### config.mk
export PLATFORM = sky130hd
export DESIGN_NAME = mcash_ch_arb_flat
export DESIGN_NICKNAME = d
export VERILOG_FILES = /design/src/rtl/mcash_pkg.sv /design/src/rtl/mcash_ch_arb_if.sv /design/src/rtl/mcash_tag_fifo.sv /design/src/rtl/mcash_ch_arb.sv /design/src/flat_wrapper.sv
export SDC_FILE = /design/constraint.sdc
export NUM_CORES = 1
export LEC_CHECK = 0
export BUFFER_PORTS_ARGS = -buffer_cell sky130_fd_sc_hd__buf_2
export CORE_AREA = 2 2 452 454
export CTS_CLUSTER_SIZE = 8
export DETAILED_ROUTE_END_ITERATION = 12
export DIE_AREA = 0 0 454 456
export SLEW_MARGIN = 5
export SYNTH_ARGS = -nofsm -noshare
export SYNTH_HDL_FRONTEND = slang
export SYNTH_SLANG_ARGS = --single-unit
### constraint.sdc
create_clock -name clk_i -period 4 [get_ports clk_i]
set_clock_uncertainty 0.2 [all_clocks]
set_input_delay 0.2 -clock clk_i [delete_from_list [all_inputs] [get_ports clk_i]]
set_output_delay 0.2 -clock clk_i [all_outputs]
set_load 0.02 [all_outputs]
### src/rtl/mcash_pkg.sv
// Shared types for the mcash channel arbiter: channel IDs, op codes and the request payload.
package mcash_pkg;

  localparam int unsigned MCASH_CH_NUM = 3;

  typedef logic [1:0] ch_id_t;

  typedef enum logic [2:0] {
    OpRead     = 3'd0,
    OpWrite    = 3'd1,
    OpFlush    = 3'd2,
    OpInval    = 3'd3,
    OpPrefetch = 3'd4
  } mcash_op_e;

  typedef struct packed {
    mcash_op_e     op;
    logic [31:4]   addr;
    logic [127:0]  data;
  } mcash_req_t;

  // Channel ID arithmetic modulo the channel count.
  function automatic ch_id_t ch_add(input ch_id_t id, input int unsigned inc);
    int unsigned sum;
    sum = (32'(id) + inc) % MCASH_CH_NUM;
    return ch_id_t'(sum);
  endfunction

endpackage

### src/rtl/mcash_ch_arb_if.sv
// Channel-side and pipeline-side handshake bundle of the mcash channel arbiter.
interface mcash_ch_arb_if;
  import mcash_pkg::*;

  logic       [MCASH_CH_NUM-1:0]        ch_req_valid;
  logic       [MCASH_CH_NUM-1:0]        ch_req_allow_in;
  mcash_req_t [MCASH_CH_NUM-1:0]        ch_req;
  logic       [MCASH_CH_NUM-1:0]        ch_rtn_valid;
  logic       [MCASH_CH_NUM-1:0]        ch_rtn_ready;
  logic       [MCASH_CH_NUM-1:0][127:0] ch_rtn_data;

  logic        pipe_req_valid;
  logic        pipe_req_allow_in;
  mcash_req_t  pipe_req;
  ch_id_t      pipe_req_chid;
  logic        pipe_rtn_valid;
  logic        pipe_rtn_ready;
  logic [127:0] pipe_rtn_data;

  // Arbiter side.
  modport slave (
    input  ch_req_valid, ch_req, ch_rtn_ready,
    output ch_req_allow_in, ch_rtn_valid, ch_rtn_data,
    output pipe_req_valid, pipe_req, pipe_req_chid, pipe_rtn_ready,
    input  pipe_req_allow_in, pipe_rtn_valid, pipe_rtn_data
  );

  // Environment side: channels plus pipeline.
  modport master (
    output ch_req_valid, ch_req, ch_rtn_ready,
    input  ch_req_allow_in, ch_rtn_valid, ch_rtn_data,
    input  pipe_req_valid, pipe_req, pipe_req_chid, pipe_rtn_ready,
    output pipe_req_allow_in, pipe_rtn_valid, pipe_rtn_data
  );

endinterface

### src/rtl/mcash_tag_fifo.sv
// In-order tag FIFO with free-running wrap pointers and an occupancy count.
module mcash_tag_fifo #(
    parameter int unsigned Depth = 4,
    parameter int unsigned Width = 2,
    parameter int unsigned CntW  = $clog2(Depth) + 1
) (
    input  logic             clk_i,
    input  logic             rst_i,
    input  logic             push_i,
    input  logic [Width-1:0] wdata_i,
    input  logic             pop_i,
    output logic [Width-1:0] rdata_o,
    output logic             full_o,
    output logic             empty_o,
    output logic [CntW-1:0]  count_o
);

    localparam int unsigned AddrW = $clog2(Depth);

    if (Depth < 2 || (Depth & (Depth - 1)) != 0) begin : g_bad_depth
        $error("mcash_tag_fifo: Depth must be a power of 2 and at least 2");
    end

    logic [Width-1:0] mem_q [Depth];
    logic [Width-1:0] mem_d [Depth];
    logic [AddrW-1:0] wptr_q, wptr_d;
    logic [AddrW-1:0] rptr_q, rptr_d;
    logic [CntW-1:0]  count_q, count_d;
    logic             push_ok, pop_ok;

    assign full_o  = (count_q == CntW'(Depth));
    assign empty_o = (count_q == '0);
    assign count_o = count_q;
    assign rdata_o = mem_q[rptr_q];

    always_comb begin
        push_ok = push_i & ~full_o;
        pop_ok  = pop_i & ~empty_o;
        mem_d   = mem_q;
        wptr_d  = wptr_q;
        rptr_d  = rptr_q;
        count_d = count_q;
        if (push_ok) begin
            mem_d[wptr_q] = wdata_i;
            wptr_d        = wptr_q + 1'b1;
        end
        if (pop_ok) begin
            rptr_d = rptr_q + 1'b1;
        end
        unique case ({push_ok, pop_ok})
            2'b10:   count_d = count_q + 1'b1;
            2'b01:   count_d = count_q - 1'b1;
            default: count_d = count_q;
        endcase
    end

    always_ff @(posedge clk_i or negedge rst_i) begin
        if (!rst_i) begin
            for (int i = 0; i < int'(Depth); i++) begin
                mem_q[i] <= '0;
            end
            wptr_q  <= '0;
            rptr_q  <= '0;
            count_q <= '0;
        end else begin
            mem_q   <= mem_d;
            wptr_q  <= wptr_d;
            rptr_q  <= rptr_d;
            count_q <= count_d;
        end
    end

endmodule

### src/rtl/mcash_ch_arb.sv
// Round-robin arbiter sharing the mcash pipeline between three channels; returns are
// steered back in order using a FIFO of issuing channel IDs.
module mcash_ch_arb
    import mcash_pkg::*;
#(
    parameter int unsigned OUTSTD = 4,
    parameter int unsigned CNT_W  = $clog2(OUTSTD) + 1
) (
    input  logic              clk_i,
    input  logic              rst_i,
    mcash_ch_arb_if.slave     bus,
    output logic [CNT_W-1:0]  outstd_cnt_o,
    output logic              err_o
);

    ch_id_t rr_ptr_q, rr_ptr_d;
    ch_id_t lock_id_q, lock_id_d;
    logic   lock_q, lock_d;
    logic   err_q, err_d;

    ch_id_t gnt;
    ch_id_t head;
    logic   found;
    logic   req_valid, fire;
    logic   fifo_full, fifo_empty;
    logic   head_ready, rtn_pop;

    // First valid channel starting at rr_ptr; a pending lock overrides the search.
    always_comb begin
        gnt   = rr_ptr_q;
        found = 1'b0;
        for (int unsigned k = 0; k < MCASH_CH_NUM; k++) begin
            if (!found && bus.ch_req_valid[ch_add(rr_ptr_q, k)]) begin
                gnt   = ch_add(rr_ptr_q, k);
                found = 1'b1;
            end
        end
        if (lock_q) begin
            gnt = lock_id_q;
        end
    end

    assign req_valid = rst_i & bus.ch_req_valid[gnt] & ~fifo_full;
    assign fire      = req_valid & bus.pipe_req_allow_in;

    assign bus.pipe_req_valid = req_valid;
    assign bus.pipe_req       = bus.ch_req[gnt];
    assign bus.pipe_req_chid  = gnt;

    always_comb begin
        for (int unsigned n = 0; n < MCASH_CH_NUM; n++) begin
            bus.ch_req_allow_in[n] = fire & (gnt == ch_id_t'(n));
            bus.ch_rtn_valid[n]    = rst_i & bus.pipe_rtn_valid & ~fifo_empty &
                                     (head == ch_id_t'(n));
            bus.ch_rtn_data[n]     = bus.pipe_rtn_data;
        end
    end

    always_comb begin
        head_ready = 1'b0;
        unique case (head)
            2'd0:    head_ready = bus.ch_rtn_ready[0];
            2'd1:    head_ready = bus.ch_rtn_ready[1];
            2'd2:    head_ready = bus.ch_rtn_ready[2];
            default: head_ready = 1'b0;
        endcase
    end

    // An empty FIFO swallows any return beat so a stray return cannot wedge the pipeline.
    assign bus.pipe_rtn_ready = rst_i & (fifo_empty | head_ready);
    assign rtn_pop            = bus.pipe_rtn_valid & bus.pipe_rtn_ready & ~fifo_empty;

    always_comb begin
        rr_ptr_d  = rr_ptr_q;
        lock_d    = lock_q;
        lock_id_d = lock_id_q;
        err_d     = err_q | (bus.pipe_rtn_valid & fifo_empty);
        if (fire) begin
            rr_ptr_d = ch_add(gnt, 1);
            lock_d   = 1'b0;
        end else if (req_valid) begin
            lock_d    = 1'b1;
            lock_id_d = gnt;
        end
    end

    always_ff @(posedge clk_i or negedge rst_i) begin
        if (!rst_i) begin
            rr_ptr_q  <= '0;
            lock_q    <= 1'b0;
            lock_id_q <= '0;
            err_q     <= 1'b0;
        end else begin
            rr_ptr_q  <= rr_ptr_d;
            lock_q    <= lock_d;
            lock_id_q <= lock_id_d;
            err_q     <= err_d;
        end
    end

    assign err_o = err_q;

    mcash_tag_fifo #(
        .Depth (OUTSTD),
        .Width ($bits(ch_id_t)),
        .CntW  (CNT_W)
    ) u_tag_fifo (
        .clk_i   (clk_i),
        .rst_i   (rst_i),
        .push_i  (fire),
        .wdata_i (gnt),
        .pop_i   (rtn_pop),
        .rdata_o (head),
        .full_o  (fifo_full),
        .empty_o (fifo_empty),
        .count_o (outstd_cnt_o)
    );

endmodule

### src/flat_wrapper.sv
// flat-port wrapper written by rule: the top's interface ports become plain ports
module mcash_ch_arb_flat import mcash_pkg::*;
#(
    parameter int unsigned OUTSTD = 4,
    parameter int unsigned CNT_W  = $clog2(OUTSTD) + 1
)
  (clk_i, rst_i, outstd_cnt_o, err_o, bus_ch_req_valid, bus_ch_req, bus_ch_rtn_ready, bus_ch_req_allow_in, bus_ch_rtn_valid, bus_ch_rtn_data, bus_pipe_req_valid, bus_pipe_req, bus_pipe_req_chid, bus_pipe_rtn_ready, bus_pipe_req_allow_in, bus_pipe_rtn_valid, bus_pipe_rtn_data);
  mcash_ch_arb_if bus_i ();
  input  logic clk_i;
  input  logic rst_i;
  output logic [CNT_W-1:0] outstd_cnt_o;
  output logic err_o;
  input wire logic [$bits(bus_i.ch_req_valid)-1:0] bus_ch_req_valid;
  input wire logic [$bits(bus_i.ch_req)-1:0] bus_ch_req;
  input wire logic [$bits(bus_i.ch_rtn_ready)-1:0] bus_ch_rtn_ready;
  output wire logic [$bits(bus_i.ch_req_allow_in)-1:0] bus_ch_req_allow_in;
  output wire logic [$bits(bus_i.ch_rtn_valid)-1:0] bus_ch_rtn_valid;
  output wire logic [$bits(bus_i.ch_rtn_data)-1:0] bus_ch_rtn_data;
  output wire logic [$bits(bus_i.pipe_req_valid)-1:0] bus_pipe_req_valid;
  output wire logic [$bits(bus_i.pipe_req)-1:0] bus_pipe_req;
  output wire logic [$bits(bus_i.pipe_req_chid)-1:0] bus_pipe_req_chid;
  output wire logic [$bits(bus_i.pipe_rtn_ready)-1:0] bus_pipe_rtn_ready;
  input wire logic [$bits(bus_i.pipe_req_allow_in)-1:0] bus_pipe_req_allow_in;
  input wire logic [$bits(bus_i.pipe_rtn_valid)-1:0] bus_pipe_rtn_valid;
  input wire logic [$bits(bus_i.pipe_rtn_data)-1:0] bus_pipe_rtn_data;
  assign bus_i.ch_req_valid = bus_ch_req_valid;
  assign bus_i.ch_req = bus_ch_req;
  assign bus_i.ch_rtn_ready = bus_ch_rtn_ready;
  assign bus_ch_req_allow_in = bus_i.ch_req_allow_in;
  assign bus_ch_rtn_valid = bus_i.ch_rtn_valid;
  assign bus_ch_rtn_data = bus_i.ch_rtn_data;
  assign bus_pipe_req_valid = bus_i.pipe_req_valid;
  assign bus_pipe_req = bus_i.pipe_req;
  assign bus_pipe_req_chid = bus_i.pipe_req_chid;
  assign bus_pipe_rtn_ready = bus_i.pipe_rtn_ready;
  assign bus_i.pipe_req_allow_in = bus_pipe_req_allow_in;
  assign bus_i.pipe_rtn_valid = bus_pipe_rtn_valid;
  assign bus_i.pipe_rtn_data = bus_pipe_rtn_data;
  mcash_ch_arb #(.OUTSTD(OUTSTD), .CNT_W(CNT_W)) u_core (.clk_i(clk_i), .rst_i(rst_i), .bus(bus_i), .outstd_cnt_o(outstd_cnt_o), .err_o(err_o));
endmodule
# Yosys cells after proc, flatten, opt, wreduce, memory -nomap -nowiden
# Cells that the tools add are included.
dict set report totals {
  latchBits 0
  ram_bits 0
  mem_count 0
  output_inout_bits 557
  rom_bits 0
  input_bits 615
  wordCells 97
  register_bits 21
}
dict set report classes {
  mux 26
  order_cmp 7
  n_bitwise 24
  n_eq_ne 7
  mul 0
  shifts 0
  n_reduce_logical 11
  n_div 4
  add_sub_neg 7
}
# cell n
set op_table {}
lappend op_table {{$bmux W159 S2} 1}
lappend op_table {{$mux W159} 1}
lappend op_table {{$mod A32 B2 Y32 const B} 3}
lappend op_table {{$mod A2 B2 Y32 const B} 1}
lappend op_table {{$and A1 B1 Y1} 17}
lappend op_table {{$mux W2} 7}
lappend op_table {{$lt A2 B3 Y1 const B} 4}
lappend op_table {{$bmux W1 S2} 4}
lappend op_table {{$bwmux W8} 1}
lappend op_table {{$mux W1} 8}
lappend op_table {{$add A2 B1 Y3 const B} 2}
lappend op_table {{$eq A2 B1 Y1 const B} 3}
lappend op_table {{$eq A2 B2 Y1 const B} 3}
lappend op_table {{$ge A3 B3 Y1 const B} 2}
lappend op_table {{$not A2 Y3} 2}
lappend op_table {{$pmux W3 S2} 1}
lappend op_table {{$add A2 B1 Y2 const B} 2}
lappend op_table {{$bmux W2 S2} 1}
lappend op_table {{$demux W2 S2} 1}
lappend op_table {{$logic_not A2 Y1} 2}
lappend op_table {{$reduce_bool A2 Y1} 2}
lappend op_table {{$add A2 B2 Y3 const B} 1}
lappend op_table {{$add A3 B1 Y3 const B} 1}
lappend op_table {{$eq A3 B3 Y1 const B} 1}
lappend op_table {{other kinds (9)} 15}

# Logic depth before layout (Yosys ltp)
dict set report logic_depth {
  word_depth 19
  depth_mapped 18
  ltp_nobuf 16
}

# Cells and area by module
# From an unflattened synthesis, not the netlist that was laid out.
dict set report unflattened {
  cells_unflattened 1074
  hier_area_um2 7991.4
}
# module seq_area_each_um2 instances area_each_um2 cells_per_inst
set modules_own_cells {}
lappend modules_own_cells {mcash_ch_arb 150.1 1 7220.7 1016}
lappend modules_own_cells {mcash_tag_fifo 375.4 1 770.7 58}

# Worst setup path after synthesis
# No wires, ideal clock.
dict set report synth_path {
  path_type {register -> register}
  start {register u_core.rr_ptr_q[0]}
  end {register u_core.u_tag_fifo.count_q[2] (netlist: u_core.u_tag_fifo.count_o[2])}
  required_time_ns 3.720
  n_path_buf 2
  setup_slack_ns 0.522
  t_arrival_ns 3.198
  stages_incl_launch_ff 18
  period_less_slack_ns 3.478
  setup_ns 0.080
  path_cell_list {dfrtp_1 inv_1 ha_1 clkbuf_1 a21oi_1 and4_1 a211o_1 o21a_1 buf_4 mux2i_2 a211oi_4 inv_1 ha_1 inv_1 fa_1 xor2_1 nor2_1 xor2_1}
}
dict set report synth_between {
  elab_chain_cells 19
  word_cells_on_any_way 31
  cone_classes {add/sub (2); div (3); eq/ne (2); mux (15); bitwise (4); reduce/logical (5)}
}
# item line_no
set synth_lines {}
lappend synth_lines {{start: declaration} mcash_ch_arb.sv:16} ;# ch_id_t rr_ptr_q, rr_ptr_d;
lappend synth_lines {{start signal: assignment} mcash_ch_arb.sv:94} ;# rr_ptr_q <= rr_ptr_d;
lappend synth_lines {{branches (longest 9 deep; another with $mod A32 B2 Y32)} n/a}
lappend synth_lines {{$mux W2 *} mcash_ch_arb.sv:33} ;# if (!found && bus.ch_req_valid[ch_add(rr_ptr_q, k)]) begin
lappend synth_lines {{$mux W2 *} mcash_ch_arb.sv:38} ;# if (lock_q) begin
lappend synth_lines {{$bmux W1 S2 *} mcash_ch_arb.sv:43} ;# assign req_valid = rst_i & bus.ch_req_valid[gnt] & ~fifo_full;
lappend synth_lines {{$mux W1 (implied by the code) *} mcash_ch_arb.sv:43}
lappend synth_lines {{$and A1 B1 Y1 * (2 in a row)} mcash_ch_arb.sv:43}
lappend synth_lines {{$and A1 B1 Y1 *} mcash_ch_arb.sv:44} ;# assign fire = req_valid & bus.pipe_req_allow_in;
lappend synth_lines {{$and A1 B1 Y1 *} mcash_tag_fifo.sv:37} ;# push_ok = push_i & ~full_o;
lappend synth_lines {{$eq A2 B1 Y1 / $eq A2 B2 Y1 (equally long branches)} mcash_tag_fifo.sv:50} ;# unique case ({push_ok, pop_ok})
lappend synth_lines {{$pmux W3 S2 / $reduce_bool A2 Y1 (equally long branches)} n/a}
lappend synth_lines {{end signal: assignment} mcash_tag_fifo.sv:69} ;# count_q <= count_d;
lappend synth_lines {{end: declaration} mcash_tag_fifo.sv:28} ;# logic [CntW-1:0] count_q, count_d;
# Mark *: on every way between the ends. The select of a mux whose other input is x is not followed.
# A chain may end at the register's enable or synchronous reset.

# Worst setup path after layout
dict set report layout_path {
  start {register u_core.rr_ptr_q[1]}
  end {output bus_pipe_req[19]}
}
dict set report layout_between {
  elab_chain_cells 13
  word_cells_on_any_way 23
  cone_classes {add/sub (2); div (3); mux (14); reduce/logical (4)}
}
# item line_no
set layout_lines {}
lappend layout_lines {{branches (longest 9 deep; another with $mod A32 B2 Y32)} n/a}
lappend layout_lines {{$mux W2 *} mcash_ch_arb.sv:33}
lappend layout_lines {{$mux W2 *} mcash_ch_arb.sv:38}
lappend layout_lines {{$bmux W159 S2 *} mcash_ch_arb.sv:47} ;# assign bus.pipe_req = bus.ch_req[gnt];
lappend layout_lines {{$mux W159 (implied by the code) *} mcash_ch_arb.sv:47}
lappend layout_lines {{end: declaration} flat_wrapper.sv:20} ;# output wire logic [$bits(bus_i.pipe_req)-1:0] bus_pipe_req;
# Marked as above.

==> impl_metrics.json <==
{
  "power_density_nw_per_um2": 1310,
  "grt_pass1_wl_mm": 169,
  "dr.pass1.iters": 5,
  "antenna_found_initial": 132,
  "timing.rr.start": "u_core.rr_ptr_q[0]",
  "cp-startpoint": "u_core.rr_ptr_q[1]",
  "hp-class": "in2reg",
  "area_growth_pct": 77.3,
  "critPathMaxStageDelay_ns": 0.69,
  "nFillCells": 23793,
  "grt_max_degree": 50,
  "die_y_um": 456,
  "synth-seq-cells": 21,
  "yosys.area_share.simple_pct": 11.6,
  "drt-initial-drc-count": 772,
  "hold_viol_final": 0,
  "yosys.area.top_type_share_pct": 38.0,
  "avgSynthCellArea_um2": 7.12,
  "peakVddDrop_uv": 401,
  "synth_edf_count": 0,
  "maxClockFrequency_mhz": 250,
  "cap_violations": 0,
  "cts_buffers": 3,
  "holdCritStartpoint": "bus_pipe_req_allow_in",
  "gp_congestion": 0.998,
  "cts_buffer_depth": 2,
  "synth_compound_area_share_pct": 14.4,
  "route.detailed.drc": 0,
  "synth_warnings": 0,
  "wl_per_cell_um": 36.4,
  "synth-xor-area-share_pct": 0.689,
  "violations": "setup timing",
  "max_slew.worst_pin.slew_ns": 0.725,
  "grt_pass1_vias": 9257,
  "yosys-top-cells-area": "buf_4 38%, mux2i_1 21%, o21ai_0 11%",
  "track_usage_pct": 13.7,
  "critPathMaxFanout": 50,
  "final_util_pct": 6.70,
  "clk_pin_slew_ns": 0.06,
  "ctsRootBufferMaster": "clkbuf_16",
  "synth_area_um2": 7630,
  "slew_headroom_pct": 51.7,
  "std_cell_rows": 165,
  "tns_ns": -0.00765,
  "antenna_left": 0,
  "totalWireLength_mm": 149,
  "cp-end-kind": "primary output",
  "status": "finished with violations",
  "synthCells": 1072,
  "io_pins": 1172,
  "drv_slew": 0,
  "clock_latency_ns": 0.26,
  "setup_violations": 1,
  "synth_nets": 1697,
  "async_reset_ff_share_pct": 100,
  "synth_top_family_by_area": "buffers and inverters",
  "grt-ovfl-total": 0,
  "cts.htree.levels": 1,
  "fin_crit_ns": 4.01,
  "yosysTopAreaCell": "buf_4",
  "crit_buf_inv": 6,
  "critPathTopFamily": "compound AO/OA/AOI/OAI gates",
  "hpwl_mm": 141,
  "synth.mux.area_fraction_pct": 22.5,
  "p_leak_nw": 5.32,
  "arrival_ns": 3.61,
  "setup.worst_path.start_class": "flop",
  "drive_above_1_share_pct": 58.8,
  "ys_types": 52,
  "crit_type": "reg2out",
  "timing.final.crit_share_pct": 100,
  "cts_tree": "done",
  "chipWidth_um": 454,
  "core_area_um2": 202000,
  "final_area_um2": 13500,
  "crit_chain": "inv_1, ha_4, buf_4, nor4bb_1, a21oi_1, or3_1, a32oi_4, buf_6, inv_6, buf_12, o21ai_2, buf_12",
  "clock_sinks": 21,
  "vias": 9519,
  "dp_cells": 4048,
  "dieArea_um2": 207000,
  "synthAdderAreaFrac_pct": 1.74,
  "worstPathRequired_ns": 3.60,
  "port-buffer-count": 659,
  "final_nets": 2018,
  "yosysSeqAreaShare_pct": 6.89,
  "grt_setup_unrepaired": "yes",
  "layout.cells.non_filler": 4099,
  "critPathMostFrequentCell": "buf_12",
  "fin_ws_ns": -0.00765,
  "ys.flop_type": "dfrtp_1",
  "placed_cell_area_um2": 12900,
  "cpMaxStageDelayCell": "o21ai_2",
  "post-place-ws_ns": -0.553,
  "start_util_pct": 3.78,
  "viasPerCell": 2.32
}
[where the power goes]
| group | switching (mW) | leakage (nW) | internal [mW] |
|---|---|---|---|
| sequential | 0.104 | 0.252 | 0.316 |
| clock | 0.0844 | 0.0373 | 0.135 |
| combinational | 11.0 | 5.03 | 6.13 |
[layer usage]
metal	routed length, um	GRT usage (%)	part of all wire (%)	up-vias
li1	-	-	-	3903
met1	38300	10.5	26	4273
met2	76800	25.2	51	997
met3	30500	12.5	20	272
met4	3130	2.39	2.1	74
met5	477	0.187	0.32	-
[cell type report]
class	count	area [um2]	area share (%)
timing repair buffer	759	5280	39.1
clock inverter	1	7.51	0.0555
multi-input combinational	592	4130	30.6
sequential	21	527	3.90
inverter	16	65.1	0.481
clock buffer	3	75.1	0.555
antenna	35	87.6	0.648
tap	2672	3340	24.7
[worst paths after layout]
check,end,slack (ns),cells after the start
min in group asynchronous,u_core.u_tag_fifo.count_o[0],0.28,3
worst min register to register,u_core.err_o,0.27,1
worst max-delay path,bus_pipe_req[19],-0.008,12
worst min-delay path,u_core.lock_id_q[1],0.17,5
max in group asynchronous,u_core.rr_ptr_q[0],3.05,3
worst max register to register,u_core.u_tag_fifo.count_o[2],0.21,17
[cells in the final DEF (no fill, tap or decap), drive strengths merged, types with 2 or more instances in the layout]
| cell type | instances |
|---|---|
| buf | 743 |
| nand2 | 168 |
| mux2i | 164 |
| o21ai | 162 |
| diode | 35 |
| dfrtp | 21 |
| clkbuf | 17 |
| inv | 16 |
| nor3 | 9 |
| ha | 9 |
| nor2 | 9 |
| nand3b | 5 |
| nor4 | 5 |
| o32a | 5 |
| nand2b | 4 |
| a21oi | 4 |
| nand3 | 4 |
| o22a | 4 |
| o22ai | 3 |
| xnor2 | 3 |
| xor2 | 3 |
| o21a | 3 |
| and3 | 2 |
| mux4 | 2 |
| nor3b | 2 |
| dlygate4sd3 | 2 |
| a21o | 2 |
| a211oi | 2 |
| mux2 | 2 |
[cells in the mapped netlist, drive strengths merged (2+ instances only)]
library cell and n:
buf 409, clkbuf 35, a21oi 4, nor3b 2, a211oi 2, mux4 2, o21a 3, o32a 5
xor2 3, o22a 4, nand3 4, and3 2, nand2 168, xnor2 3, nand2b 4, mux2i 164
nor4 5, o22ai 3, a21o 2, mux2 2, nand3b 5, inv 16, ha 9, nor2 8
o21ai 162, nor3 9, dfrtp 21
[worst register-to-register path: stages, from the launching register on]
cell	delay, ns
dfrtp_2	0.42
inv_1	0.08
ha_1	0.28
nand2b_1	0.19
and4_1	0.20
a211o_1	0.29
buf_4	0.14
o21a_4	0.22
buf_4	0.23
mux2i_4	0.24
a211oi_4	0.30
inv_1	0.07
ha_1	0.23
inv_1	0.08
fa_1	0.17
xor2_1	0.15
nor2_1	0.07
xor2_1	0.14
[logic make-up after synthesis]
logic type | Yosys count
multiplexers | 168
adder cells (fa/ha/maj) | 10
buffers and inverters | 460
AO/OA/AOI/OAI | 195
AND/OR/NAND/NOR | 212
XOR/XNOR | 6
flip-flops | 21
[flip-flops by register name, indices dropped and copies added (netlist names)]
name / count
u_core.err_o: 1
u_core.lock_id_q: 2
u_core.lock_q: 1
u_core.rr_ptr_q: 2
u_core.u_tag_fifo.count_o: 3
u_core.u_tag_fifo.mem_q: 8
u_core.u_tag_fifo.rptr_q: 2
u_core.u_tag_fifo.wptr_q: 2
[timing repair]
action                     in CTS  in global routing
hold endpoints to repair       22                  0
hold buffers                    2                  0
gates cloned                    1                  1
pin swaps                       3                  0
buffers inserted                8                  0
setup endpoints to repair     134                102
resized for setup              45                 88
[stage by stage]
| step | hold slack [ns] | total power, mW |
|---|---|---|
| 6_report | 0.170 | 17.8 |
| 5_1_grt | 0.200 | 18.7 |
| 4_1_cts | 0.162 | 18.1 |
| 3_5_place_dp | 0.0206 | 17.5 |
| 3_3_place_gp | 0.0267 | 17.5 |
| 2_1_floorplan | -0.296 | 6.76 |
Power figures use the tool's default switching activity.
